**config.mk**
```make
export PLATFORM = sky130hd
export DESIGN_NAME = uart_full_duplex_param
export DESIGN_NICKNAME = d
export VERILOG_FILES = /design/src/rtl/uart_full_duplex_param.sv
export SDC_FILE = /design/constraint.sdc
export NUM_CORES = 1
export LEC_CHECK = 0
export CAP_MARGIN = 20
export CORE_UTILIZATION = 40
export CTS_CLUSTER_SIZE = 28
export DETAILED_ROUTE_END_ITERATION = 8
export GPL_TIMING_DRIVEN = 0
export SYNTH_ARGS = -nofsm -noshare
export SYNTH_HDL_FRONTEND = slang
export SYNTH_SLANG_ARGS = --single-unit
```
**constraint.sdc**
```tcl
create_clock -name clk -period 2.55 [get_ports clk]
set_clock_uncertainty 0.05 [all_clocks]
set_input_delay 0.51 -clock clk [delete_from_list [all_inputs] [get_ports clk]]
set_output_delay 0.51 -clock clk [all_outputs]
set_load 0.02 [all_outputs]
```
**src/rtl/uart_full_duplex_param.sv**
```systemverilog
// Parametrised full-duplex UART: registered TX serializer and mid-bit sampled RX
// with parity/framing error flags and an internal loopback path.
module uart_full_duplex_param #(
    parameter int DATA_BITS    = 8,
    parameter int CLKS_PER_BIT = 16,
    parameter int PARITY_EN    = 1,
    parameter int PARITY_ODD   = 0,
    parameter int STOP_BITS    = 1
) (
    input  logic                 clk,
    input  logic                 rst,
    input  logic                 loopback,
    input  logic                 tx_start,
    input  logic [DATA_BITS-1:0] tx_data,
    output logic                 tx_busy,
    output logic                 tx_done,
    output logic                 txd,
    input  logic                 rxd,
    output logic [DATA_BITS-1:0] rx_data,
    output logic                 rx_valid,
    output logic                 rx_parity_err,
    output logic                 rx_frame_err
);
    localparam int CW = $clog2(2 * CLKS_PER_BIT);
    localparam int IW = $clog2(DATA_BITS);
    localparam logic [CW-1:0] CNT_ZERO  = {CW{1'b0}};
    localparam logic [CW-1:0] CNT_ONE   = {{(CW-1){1'b0}}, 1'b1};
    localparam logic [CW-1:0] BIT_LAST  = CW'(CLKS_PER_BIT - 1);
    localparam logic [CW-1:0] HALF_LAST = CW'(CLKS_PER_BIT / 2 - 1);
    localparam logic [CW-1:0] STOP_LAST = CW'(STOP_BITS * CLKS_PER_BIT - 1);
    localparam logic [IW-1:0] IDX_ZERO  = {IW{1'b0}};
    localparam logic [IW-1:0] IDX_ONE   = {{(IW-1){1'b0}}, 1'b1};
    localparam logic [IW-1:0] IDX_LAST  = IW'(DATA_BITS - 1);
    localparam logic          PAR_EN    = (PARITY_EN != 0);
    localparam logic          PAR_ODD   = (PARITY_ODD != 0);

    localparam logic [2:0] TX_IDLE   = 3'd0;
    localparam logic [2:0] TX_START  = 3'd1;
    localparam logic [2:0] TX_DATA   = 3'd2;
    localparam logic [2:0] TX_PARITY = 3'd3;
    localparam logic [2:0] TX_STOP   = 3'd4;

    localparam logic [2:0] RX_IDLE   = 3'd0;
    localparam logic [2:0] RX_START  = 3'd1;
    localparam logic [2:0] RX_DATA   = 3'd2;
    localparam logic [2:0] RX_PARITY = 3'd3;
    localparam logic [2:0] RX_STOP   = 3'd4;

    function automatic logic parity_of(input logic [DATA_BITS-1:0] d);
        return (^d) ^ PAR_ODD;
    endfunction

    logic [2:0]           tx_state_q, tx_state_d;
    logic [CW-1:0]        tx_cnt_q, tx_cnt_d;
    logic [IW-1:0]        tx_idx_q, tx_idx_d;
    logic [DATA_BITS-1:0] tx_data_q, tx_data_d;
    logic                 ser_q, ser_d;
    logic                 txd_q, txd_d;
    logic                 tx_busy_q, tx_busy_d;
    logic                 tx_done_q, tx_done_d;

    logic                 sync1_q, sync2_q, line_prev_q;
    logic                 line_s, fall_s;
    logic [2:0]           rx_state_q, rx_state_d;
    logic [CW-1:0]        rx_cnt_q, rx_cnt_d;
    logic [IW-1:0]        rx_idx_q, rx_idx_d;
    logic [DATA_BITS-1:0] rx_shift_q, rx_shift_d;
    logic                 rx_par_bit_q, rx_par_bit_d;
    logic [DATA_BITS-1:0] rx_data_q, rx_data_d;
    logic                 rx_valid_q, rx_valid_d;
    logic                 rx_perr_q, rx_perr_d;
    logic                 rx_ferr_q, rx_ferr_d;

    // TX next-state: ser_d is the serializer bit, the pin copy is forced high in loopback.
    always_comb begin
        tx_state_d = tx_state_q;
        tx_cnt_d   = tx_cnt_q;
        tx_idx_d   = tx_idx_q;
        tx_data_d  = tx_data_q;
        ser_d      = ser_q;
        tx_busy_d  = tx_busy_q;
        tx_done_d  = 1'b0;
        case (tx_state_q)
            TX_IDLE: begin
                if (tx_start) begin
                    tx_state_d = TX_START;
                    tx_data_d  = tx_data;
                    tx_cnt_d   = CNT_ZERO;
                    tx_idx_d   = IDX_ZERO;
                    ser_d      = 1'b0;
                    tx_busy_d  = 1'b1;
                end else begin
                    ser_d      = 1'b1;
                end
            end
            TX_START: begin
                if (tx_cnt_q == BIT_LAST) begin
                    tx_state_d = TX_DATA;
                    tx_cnt_d   = CNT_ZERO;
                    ser_d      = tx_data_q[tx_idx_q];
                end else begin
                    tx_cnt_d   = tx_cnt_q + CNT_ONE;
                end
            end
            TX_DATA: begin
                if (tx_cnt_q == BIT_LAST) begin
                    tx_cnt_d = CNT_ZERO;
                    if (tx_idx_q == IDX_LAST) begin
                        if (PAR_EN) begin
                            tx_state_d = TX_PARITY;
                            ser_d      = parity_of(tx_data_q);
                        end else begin
                            tx_state_d = TX_STOP;
                            ser_d      = 1'b1;
                        end
                    end else begin
                        tx_idx_d = tx_idx_q + IDX_ONE;
                        ser_d    = tx_data_q[tx_idx_q + IDX_ONE];
                    end
                end else begin
                    tx_cnt_d = tx_cnt_q + CNT_ONE;
                end
            end
            TX_PARITY: begin
                if (tx_cnt_q == BIT_LAST) begin
                    tx_state_d = TX_STOP;
                    tx_cnt_d   = CNT_ZERO;
                    ser_d      = 1'b1;
                end else begin
                    tx_cnt_d   = tx_cnt_q + CNT_ONE;
                end
            end
            TX_STOP: begin
                if (tx_cnt_q == STOP_LAST) begin
                    tx_state_d = TX_IDLE;
                    tx_cnt_d   = CNT_ZERO;
                    tx_busy_d  = 1'b0;
                    tx_done_d  = 1'b1;
                end else begin
                    tx_cnt_d   = tx_cnt_q + CNT_ONE;
                end
            end
            default: begin
                tx_state_d = TX_IDLE;
                tx_cnt_d   = CNT_ZERO;
                ser_d      = 1'b1;
                tx_busy_d  = 1'b0;
            end
        endcase
        txd_d = loopback ? 1'b1 : ser_d;
    end

    // TX state registers.
    always_ff @(posedge clk or negedge rst) begin
        if (!rst) begin
            tx_state_q <= TX_IDLE;
            tx_cnt_q   <= CNT_ZERO;
            tx_idx_q   <= IDX_ZERO;
            tx_data_q  <= {DATA_BITS{1'b0}};
            ser_q      <= 1'b1;
            txd_q      <= 1'b1;
            tx_busy_q  <= 1'b0;
            tx_done_q  <= 1'b0;
        end else begin
            tx_state_q <= tx_state_d;
            tx_cnt_q   <= tx_cnt_d;
            tx_idx_q   <= tx_idx_d;
            tx_data_q  <= tx_data_d;
            ser_q      <= ser_d;
            txd_q      <= txd_d;
            tx_busy_q  <= tx_busy_d;
            tx_done_q  <= tx_done_d;
        end
    end

    // Loopback taps the serializer bit directly, skipping the synchronizer.
    assign line_s = loopback ? ser_q : sync2_q;
    assign fall_s = line_prev_q & ~line_s;

    // Input synchronizer and previous-line register for start-edge detection.
    always_ff @(posedge clk or negedge rst) begin
        if (!rst) begin
            sync1_q     <= 1'b1;
            sync2_q     <= 1'b1;
            line_prev_q <= 1'b1;
        end else begin
            sync1_q     <= rxd;
            sync2_q     <= sync1_q;
            line_prev_q <= line_s;
        end
    end

    // RX next-state: one sample per bit at mid-bit, results published with rx_valid.
    always_comb begin
        rx_state_d   = rx_state_q;
        rx_cnt_d     = rx_cnt_q;
        rx_idx_d     = rx_idx_q;
        rx_shift_d   = rx_shift_q;
        rx_par_bit_d = rx_par_bit_q;
        rx_data_d    = rx_data_q;
        rx_valid_d   = 1'b0;
        rx_perr_d    = rx_perr_q;
        rx_ferr_d    = rx_ferr_q;
        case (rx_state_q)
            RX_IDLE: begin
                rx_cnt_d = CNT_ZERO;
                if (fall_s) begin
                    rx_state_d = RX_START;
                end else begin
                    rx_state_d = RX_IDLE;
                end
            end
            RX_START: begin
                if (rx_cnt_q == HALF_LAST) begin
                    rx_cnt_d = CNT_ZERO;
                    rx_idx_d = IDX_ZERO;
                    if (line_s) begin
                        rx_state_d = RX_IDLE;
                    end else begin
                        rx_state_d = RX_DATA;
                    end
                end else begin
                    rx_cnt_d = rx_cnt_q + CNT_ONE;
                end
            end
            RX_DATA: begin
                if (rx_cnt_q == BIT_LAST) begin
                    rx_cnt_d   = CNT_ZERO;
                    rx_shift_d = {line_s, rx_shift_q[DATA_BITS-1:1]};
                    if (rx_idx_q == IDX_LAST) begin
                        rx_state_d = PAR_EN ? RX_PARITY : RX_STOP;
                    end else begin
                        rx_idx_d = rx_idx_q + IDX_ONE;
                    end
                end else begin
                    rx_cnt_d = rx_cnt_q + CNT_ONE;
                end
            end
            RX_PARITY: begin
                if (rx_cnt_q == BIT_LAST) begin
                    rx_cnt_d     = CNT_ZERO;
                    rx_par_bit_d = line_s;
                    rx_state_d   = RX_STOP;
                end else begin
                    rx_cnt_d     = rx_cnt_q + CNT_ONE;
                end
            end
            RX_STOP: begin
                if (rx_cnt_q == BIT_LAST) begin
                    rx_cnt_d   = CNT_ZERO;
                    rx_state_d = RX_IDLE;
                    rx_valid_d = 1'b1;
                    rx_data_d  = rx_shift_q;
                    rx_ferr_d  = ~line_s;
                    if (PAR_EN) begin
                        rx_perr_d = parity_of(rx_shift_q) ^ rx_par_bit_q;
                    end else begin
                        rx_perr_d = 1'b0;
                    end
                end else begin
                    rx_cnt_d = rx_cnt_q + CNT_ONE;
                end
            end
            default: begin
                rx_state_d = RX_IDLE;
                rx_cnt_d   = CNT_ZERO;
            end
        endcase
    end

    // RX state and output registers.
    always_ff @(posedge clk or negedge rst) begin
        if (!rst) begin
            rx_state_q   <= RX_IDLE;
            rx_cnt_q     <= CNT_ZERO;
            rx_idx_q     <= IDX_ZERO;
            rx_shift_q   <= {DATA_BITS{1'b0}};
            rx_par_bit_q <= 1'b0;
            rx_data_q    <= {DATA_BITS{1'b0}};
            rx_valid_q   <= 1'b0;
            rx_perr_q    <= 1'b0;
            rx_ferr_q    <= 1'b0;
        end else begin
            rx_state_q   <= rx_state_d;
            rx_cnt_q     <= rx_cnt_d;
            rx_idx_q     <= rx_idx_d;
            rx_shift_q   <= rx_shift_d;
            rx_par_bit_q <= rx_par_bit_d;
            rx_data_q    <= rx_data_d;
            rx_valid_q   <= rx_valid_d;
            rx_perr_q    <= rx_perr_d;
            rx_ferr_q    <= rx_ferr_d;
        end
    end

    assign txd           = txd_q;
    assign tx_busy       = tx_busy_q;
    assign tx_done       = tx_done_q;
    assign rx_data       = rx_data_q;
    assign rx_valid      = rx_valid_q;
    assign rx_parity_err = rx_perr_q;
    assign rx_frame_err  = rx_ferr_q;

endmodule

```
# == Yosys cells after proc, flatten, opt, wreduce, memory -nomap -nowiden ==
# Cells that the tools add are included.
# word_totals
ff_bits,57
input_bits,13
word_cells,122
# classes
addsub,4
n_lt_le_gt_ge,2
eq_ne,26
muxes,48
n_bitwise,4
n_reduce_logical,18
# ops
op,n
$mux 3,17
$pmux 3 s5,2
$ne 2x2->1 const B,13
$mux 5,4
$pmux 5 s2,2
$mux 1,16
$reduce_xor 8->1,2
$eq 3x2->1 const B,4
$eq 3x3->1 const B,4
$pmux 3 s2,2
$add 5x1->5 const B,2
$eq 5x4->1 const B,2
$lt 3x4->1 const B,2
$reduce_and 2->1,4
$reduce_and 4->1,2
$add 3x1->3 const B,2
$bmux 1 s3,2
$eq 3x1->1 const B,2
$logic_not 3->1,2
$reduce_and 6->1,1
$reduce_or 3->1,2
$eq 5x3->1 const B,1
$pmux 1 s5,1
$reduce_and 5->1,1
other kinds (8),10

# == Depth between registers and ports, before layout ==
# logic_depth
depth_word,7
depth_mapped,10
ltp_nobuf,9

# == Least setup slack after synthesis ==
# OpenSTA, ideal clock, no wires.
# synth_path
path_type,register to register
startpoint,register rx_cnt_q[0]
endpoint,register rx_idx_q[0]
setup_time_ns,0.125
arrival_time_ns,1.826
required_time_ns,2.375
slack_ns,0.549
stages_incl_launch_ff,11
n_path_buf,1
cell_sequence,dfrtp_1 -> ha_1 -> nand3_1 -> inv_1 -> ha_1 -> nand2b_1 -> buf_1 -> nor3_1 -> a21oi_1 -> or2_2 -> mux2_2
# synth_between
elab_chain_cells,3
word_cells_on_any_way,5
cone_classes,eq/ne: 4; reduce/logical: 1
# synth_lines
item,line,text
from (decl),65,"logic [CW-1:0] rx_cnt_q, rx_cnt_d;"
from (signal assigned),285,rx_cnt_q <= rx_cnt_d;
$eq 5x4->1 / $eq 5x3->1 (equally long branches),"227, 214",
$ne 2x2->1 (no source line),n/a,
$reduce_and 4->1 (no source line) *,n/a,
to (signal assigned),286,rx_idx_q <= rx_idx_d;
to (decl),66,"logic [IW-1:0] rx_idx_q, rx_idx_d;"
# Every way passes the cells marked *; elsewhere a longest branch is shown, timed or not.
# A chain may end at the register's enable or synchronous reset.

# == Worst setup path after layout ==
# layout_path
startpoint,register rx_cnt_q[0]
endpoint,register rx_data_q[5] (netlist: rx_data[5])
# layout_between
elab_chain_cells,2
# layout_lines
item,line,text
$eq 5x4->1,249,if (rx_cnt_q == BIT_LAST) begin
$reduce_and 2->1 (no source line),n/a,
to (signal assigned),279,rx_data_q <= {DATA_BITS{1'b0}};
to (signal assigned),289,rx_data_q <= rx_data_d;
to (decl),69,"logic [DATA_BITS-1:0] rx_data_q, rx_data_d;"
# Every way passes these cells.

==> impl_metrics.env <==
export IMPL_hpwl_mm=3.50
export IMPL_syn_nets=264
export IMPL_path_cells="ha_1 > nand3_1 > inv_1 > ha_1 > nand2b_1 > buf_1 > nor2_2 > mux2_2"
export IMPL_cts_root_buf="clkbuf_8"
export IMPL_synth_edf_count=0
export IMPL_synth_seq_cells=57
export IMPL_syn_inst=243
export IMPL_chipWidth_microns=86.3
export IMPL_numCtsBuffers=9
export IMPL_fin_crit_ns=2.27
export IMPL_ys_top_cells_by_area="dfrtp_1 46%, mux2_2 11%, dfstp_2 4.6%"
export IMPL_regArea_sq_mm=0.00143
export IMPL_crit_family="simple AND/OR/NAND/NOR gates"
export IMPL_finalPower_uw=3140
export IMPL_h_tree_depth=3
export IMPL_vias=1960
export IMPL_synth_area_per_cell_sq_um=11.7
export IMPL_via_per_inst=5.13
export IMPL_drt_iter0_markers=61
export IMPL_route_antenna_remaining_nets=0
export IMPL_status="complete, no violations"
export IMPL_die_h_microns=86.3
export IMPL_multi_input_area_sq_mm=0.00134
export IMPL_insertion_delay_ns=0.33
export IMPL_fp_row_count=30
export IMPL_post_route_period_util_pct=89.1
export IMPL_layout_drive_gt1_share_pct=22.7
export IMPL_synth_top_area_share_pct=45.7
export IMPL_tns_ns=0
export IMPL_drtPass1Iterations=4
export IMPL_holdWs_ns=0.0660
export IMPL_critPathKind="flip-flop to flip-flop"
export IMPL_cts_buffer_depth=2
export IMPL_rsz0062_at_grt="no"
export IMPL_drc_errors=0
export IMPL_overflow=0
export IMPL_hp_class="input port to asynchronous set/reset pin"
export IMPL_cp_arrival_ns=2.43
export IMPL_fmax_ghz=0.440
export IMPL_leakage_uw=0.00151
export IMPL_final_common_cell="dfrtp_1"
export IMPL_cp_start_kind="flip-flop"
export IMPL_tightest_slew_ns=0.502
export IMPL_wl_per_cell_microns=12.9
export IMPL_grt_pass1_wl_mm=8.76
export IMPL_end_kind="flip-flop"
export IMPL_final_cell_mix="52 x dfrtp_1, 29 x mux2_2, 25 x clkdlybuf4s50_1"
export IMPL_synth_distinct_cells=47
export IMPL_peakVddDrop_v=0.000445
export IMPL_slew_violations=0
export IMPL_async_flop_share_pct=100
export IMPL_path_common_cell="ha_1"
export IMPL_synth_warnings=0
export IMPL_ctsResizeCount=0
export IMPL_seq_area_frac_synth_pct=50.4
export IMPL_pin_count=27
export IMPL_relSlewSlack_pct=66.5
export IMPL_max_cap_violations=0
export IMPL_required_ns=2.71
export IMPL_wl_mm=4.94
export IMPL_path_clk_slew_ns=0.07
export IMPL_powerDensity_mw_per_mm2=917
export IMPL_cts_tree="built"
export IMPL_worstPathBufferInverterCount=2
export IMPL_design_core_area_sq_mm=0.00683
export IMPL_fin_nets=302
export IMPL_critPathMaxStageDelay_ns=0.42
export IMPL_area_growth_synth_to_final_pct=20.4
export IMPL_netlist_area_sq_mm=0.00285
export IMPL_post_cts_buffers=0
export IMPL_gp_congestion=0.817
export IMPL_synth_top_cell_by_area="dfrtp_1"
export IMPL_cp_slowest_cell="nor2_2"
export IMPL_ctsHoldBuffers=0
export IMPL_ys_flop_type="dfrtp_1"
export IMPL_grt_usage_pct=15.2
export IMPL_final_hold_viol_count=0
export IMPL_antenna_found_initial=0
export IMPL_diodes=0
export IMPL_finalSetupViolCount=0
export IMPL_num_fill_cells=656
export IMPL_grt_max_degree=41
export IMPL_cts_sinks=57
export IMPL_port_buffers=26
export IMPL_dieArea_sq_mm=0.00745
export IMPL_initial_core_util_pct=41.6
export IMPL_crit_fanout=10
export IMPL_first_global_vias=1910
cells by family (layout without fill, tap and decap cells):
kind of cell | after synthesis | in the layout | synth area share, %
multiplexers | 38 | 38 | 16.0
adder cells (fa/ha/maj) | 8 | 8 | 3.52
XOR/XNOR | 19 | 19 | 5.85
AO/OA/AOI/OAI | 39 | 39 | 9.15
buffers and inverters | 17 | 60 | 2.68
flip-flops | 57 | 57 | 50.4
AND/OR/NAND/NOR | 65 | 65 | 12.5
flip-flops by register name (all words and copies together) (netlist names), 3 cells and up:
name / cells
rx_data: 8
rx_shift_q: 8
tx_data_q: 8
rx_state_q: 3
rx_idx_q: 3
tx_cnt_q: 5
tx_idx_q: 3
tx_state_q: 3
rx_cnt_q: 5
cells in the mapped netlist (3+ instances only):
library cell / n
a21oi_1: 9
a22o_1: 4
buf_2: 4
clkbuf_1: 3
dfrtp_1: 52
dfstp_2: 5
ha_1: 8
inv_1: 7
mux2_2: 29
mux2i_1: 6
nand2_1: 8
nand2b_1: 3
nand3_1: 11
nor2_1: 13
nor2b_1: 3
nor3_1: 8
nor3b_1: 3
o21a_1: 3
o21ai_0: 9
or2_2: 3
xnor2_1: 13
xor2_1: 6
area by class of cell:
cell class,count,share of cell area (%)
well taps,96,3.51
repair buffers,27,8.04
inverters,7,0.767
multi-input cells,169,39.0
plain buffers,10,1.46
clock inverters,3,0.438
flip-flops and latches,57,41.8
clock buffers,13,4.93
stage by stage:
step           instances  setup WS [ns]  utilization (%)  area (sq um)
6_report             382          0.278             50.1          3420
5_1_grt              382        0.00341             50.1          3420
4_1_cts              382          0.197             50.1          3420
3_5_place_dp         366          0.214             47.4          3240
3_3_place_gp         365         -0.915             47.2          3230
2_1_floorplan        243          0.549                -          2850
final timing paths:
check	startpoint	end	slack [ns]	depth (start not counted)
worst max-delay path	rx_cnt_q[0]	rx_data[5]	0.28	8
worst min-delay path	rst	tx_data_q[2]	0.07	1
worst max register to register	rx_cnt_q[0]	rx_data[5]	0.28	8
worst min register to register	sync1_q	sync2_q	0.32	0
max in group asynchronous	rst	sync2_q	1.77	2
min in group clk	sync1_q	sync2_q	0.32	0
worst register-to-register path: cells and delay by family (launching register included):
kind	cells	cell delay [ns]
buffers and inverters	2	0.24
multiplexers	1	0.40
flip-flops	1	0.38
adder cells (fa/ha/maj)	2	0.47
AND/OR/NAND/NOR	3	0.61
layer usage:
layer | GRT usage, % | vias up | part of all wire, %
met3 | 3.05 | 12 | 3.1
met5 | 0 | - | 0
li1 | - | 958 | -
met4 | 9.39 | 0 | 2.3
met2 | 22.7 | 35 | 45
met1 | 20.5 | 955 | 50
where the power goes:
group | switching (uW) | leakage [uW] | total (uW) | internal [uW]
clock network | 350 | 0.0000992 | 778 | 428
registers | 191 | 0.000733 | 1310 | 1110
logic | 511 | 0.000679 | 1060 | 547
total | 1050 | 0.00151 | 3140 | 2090
(Power assumes the default switching activity.)
==> edit (same flow settings) <==
`PARITY_EN`: 1 -> 0.
--- a/src/rtl/uart_full_duplex_param.sv
+++ b/src/rtl/uart_full_duplex_param.sv
@@ -4,5 +4,5 @@
     parameter int DATA_BITS    = 8,
     parameter int CLKS_PER_BIT = 16,
-    parameter int PARITY_EN    = 1,
+    parameter int PARITY_EN    = 0,
     parameter int PARITY_ODD   = 0,
     parameter int STOP_BITS    = 1
Behaviour: same outputs for any inputs over 10 cycles, from zero or initial values and one cycle with rst low; that may be too few to reach the edited logic, so the function may still have changed.
==> edit against the original RTL <==
- final area shrank 10%
- power shrank 27%
- setup slack lost 0.026 ns
- sequential cell count shrank 2
- routed wire length shrank 11%
- synthesized cell count shrank 10%
- first-iteration DRC count shrank 23%
- clock power shrank 34%
- synthesized area shrank 8.2%
- critical path type unchanged
- largest power group unchanged
==> edit: results (changes against the original RTL) <==
metric,value,unit,change
clkTransAtPathRegs,0.10,ns,+0.03 ns
fillers,582,,-11%
track_usage,0.142,,-0.0102
diodes,0,,unchanged
clkLatencyLatePin,0.31,ns,-0.02 ns
power_frac_clock,0.223,,-0.025
dpl.cell_count,321,,-12%
drive_gt1_frac,0.230,,+0.00289
powerComb,0.616,mW,-42%
dr.first_iter.drc_count,47,,-23%
ys_seq_area_frac,0.529,,+0.0257
synthTopCellsByCount,"dfrtp_1 (50), mux2_2 (28), nor2_1 (14)",,
portBuffers,25,,-3.8%
synthAdderAreaFrac,0.0383,,+0.00313
grt_pass1_wl,8.00,mm,-8.7%
synth_fp_nets,239,,-9.5%
power.leakage,1.36,nW,-10%
syn_inst,218,,-10%
first_global_vias,1763,,-7.7%
power,2.28,mW,-27%
r2r_cells,7,,-1
synth_compound_area_frac,0.102,,+0.0101
nNetsFinal,272,,-9.9%
synth.distinct_cells,51,,+8.5%
placed_area,0.00297,mm²,-8.2%
cpMaxStageDelayCell,or3b_2,,
slowest_delay,0.50,ns,+0.08 ns
ir_worst_vdd,0.000407,V,-8.6%
outcome,"complete, no violations",,
async_flop_share,1.00,,unchanged
swShare,0.310,,-0.0249
clockRootBuffer,clkbuf_8,,
antenna_found_initial,0,,unchanged
hpwl,3.13,mm,-11%
dp_slack,0.251,ns,+0.0363 ns
critPathMaxFanout,6,,-4
synth_top_cells_by_area,"dfrtp_1 (48%), mux2_2 (12%), dfstp_2 (5.0%)",,
hold_path.class,in -> async,,
synthMuxAreaShare,0.162,,+0.00273
dr_total_vias,1746,,-11%
drt_pass1_iterations,4,,unchanged
worstMarginPinSlew,0.798,ns,+0.296 ns
routabilityCongestion,0.793,,-2.9%
cts_buffers,5,,-4
yosys_warnings,0,,unchanged
htree_levels,2,,-1
synthXorXnorAreaFrac,0.0101,,-0.0484
finalNonFillerCells,329,,-14%
wl_per_cell,13.4,µm,+3.2%
-- edit: changes by cell type in the layout (fill, tap and decap cells not counted), moves of 3 or more --
| cell | before | now |
|---|---|---|
| nor3_1 | 8 | 4 |
| clkinv_2 | 3 | 0 |
| xor2_1 | 6 | 1 |
| clkbuf_8 | 12 | 5 |
| xnor2_1 | 13 | 2 |
| nand3_1 | 11 | 7 |
| o21a_1 | 3 | 0 |
| or2_2 | 3 | 0 |
-- edit: metal layers --
layer / track usage / up-vias / part of all wire
met5: 0 / - / 0
met4: 0.0376 / 0 / 0.0084
met3: 0.0348 / 4 / 0.031
met2: 0.240 / 28 / 0.48
met1: 0.183 / 862 / 0.48
li1: - / 852 / -
-- edit: final timing paths --
kind,start,endpoint,slack [ns]
min in group clk,sync1_q$_DFF_PN1_,sync2_q$_DFF_PN1_,0.31
min,rst,tx_data_q[1]$_DFFE_PN0P_,0.06
min reg2reg,sync1_q$_DFF_PN1_,sync2_q$_DFF_PN1_,0.31
max in group asynchronous,rst,line_prev_q$_DFF_PN1_,1.81
max reg2reg,rx_cnt_q[0]$_DFF_PN0_,rx_state_q[1]$_DFFE_PN0P_,0.25
max,rx_cnt_q[0]$_DFF_PN0_,rx_state_q[1]$_DFFE_PN0P_,0.25
-- edit: area by class of cell --
cell class | instances | area [µm²] | area share
Buffer | 11 | 63.8 | 0.0208
Clock inverter | 3 | 27.5 | 0.00896
Clock buffer | 5 | 68.8 | 0.0224
Timing Repair Buffer | 26 | 265 | 0.0864
Sequential cell | 55 | 1380 | 0.450
Inverter | 8 | 30.0 | 0.00978
Multi-Input combinational cell | 144 | 1140 | 0.370
Tap cell | 77 | 96.3 | 0.0314
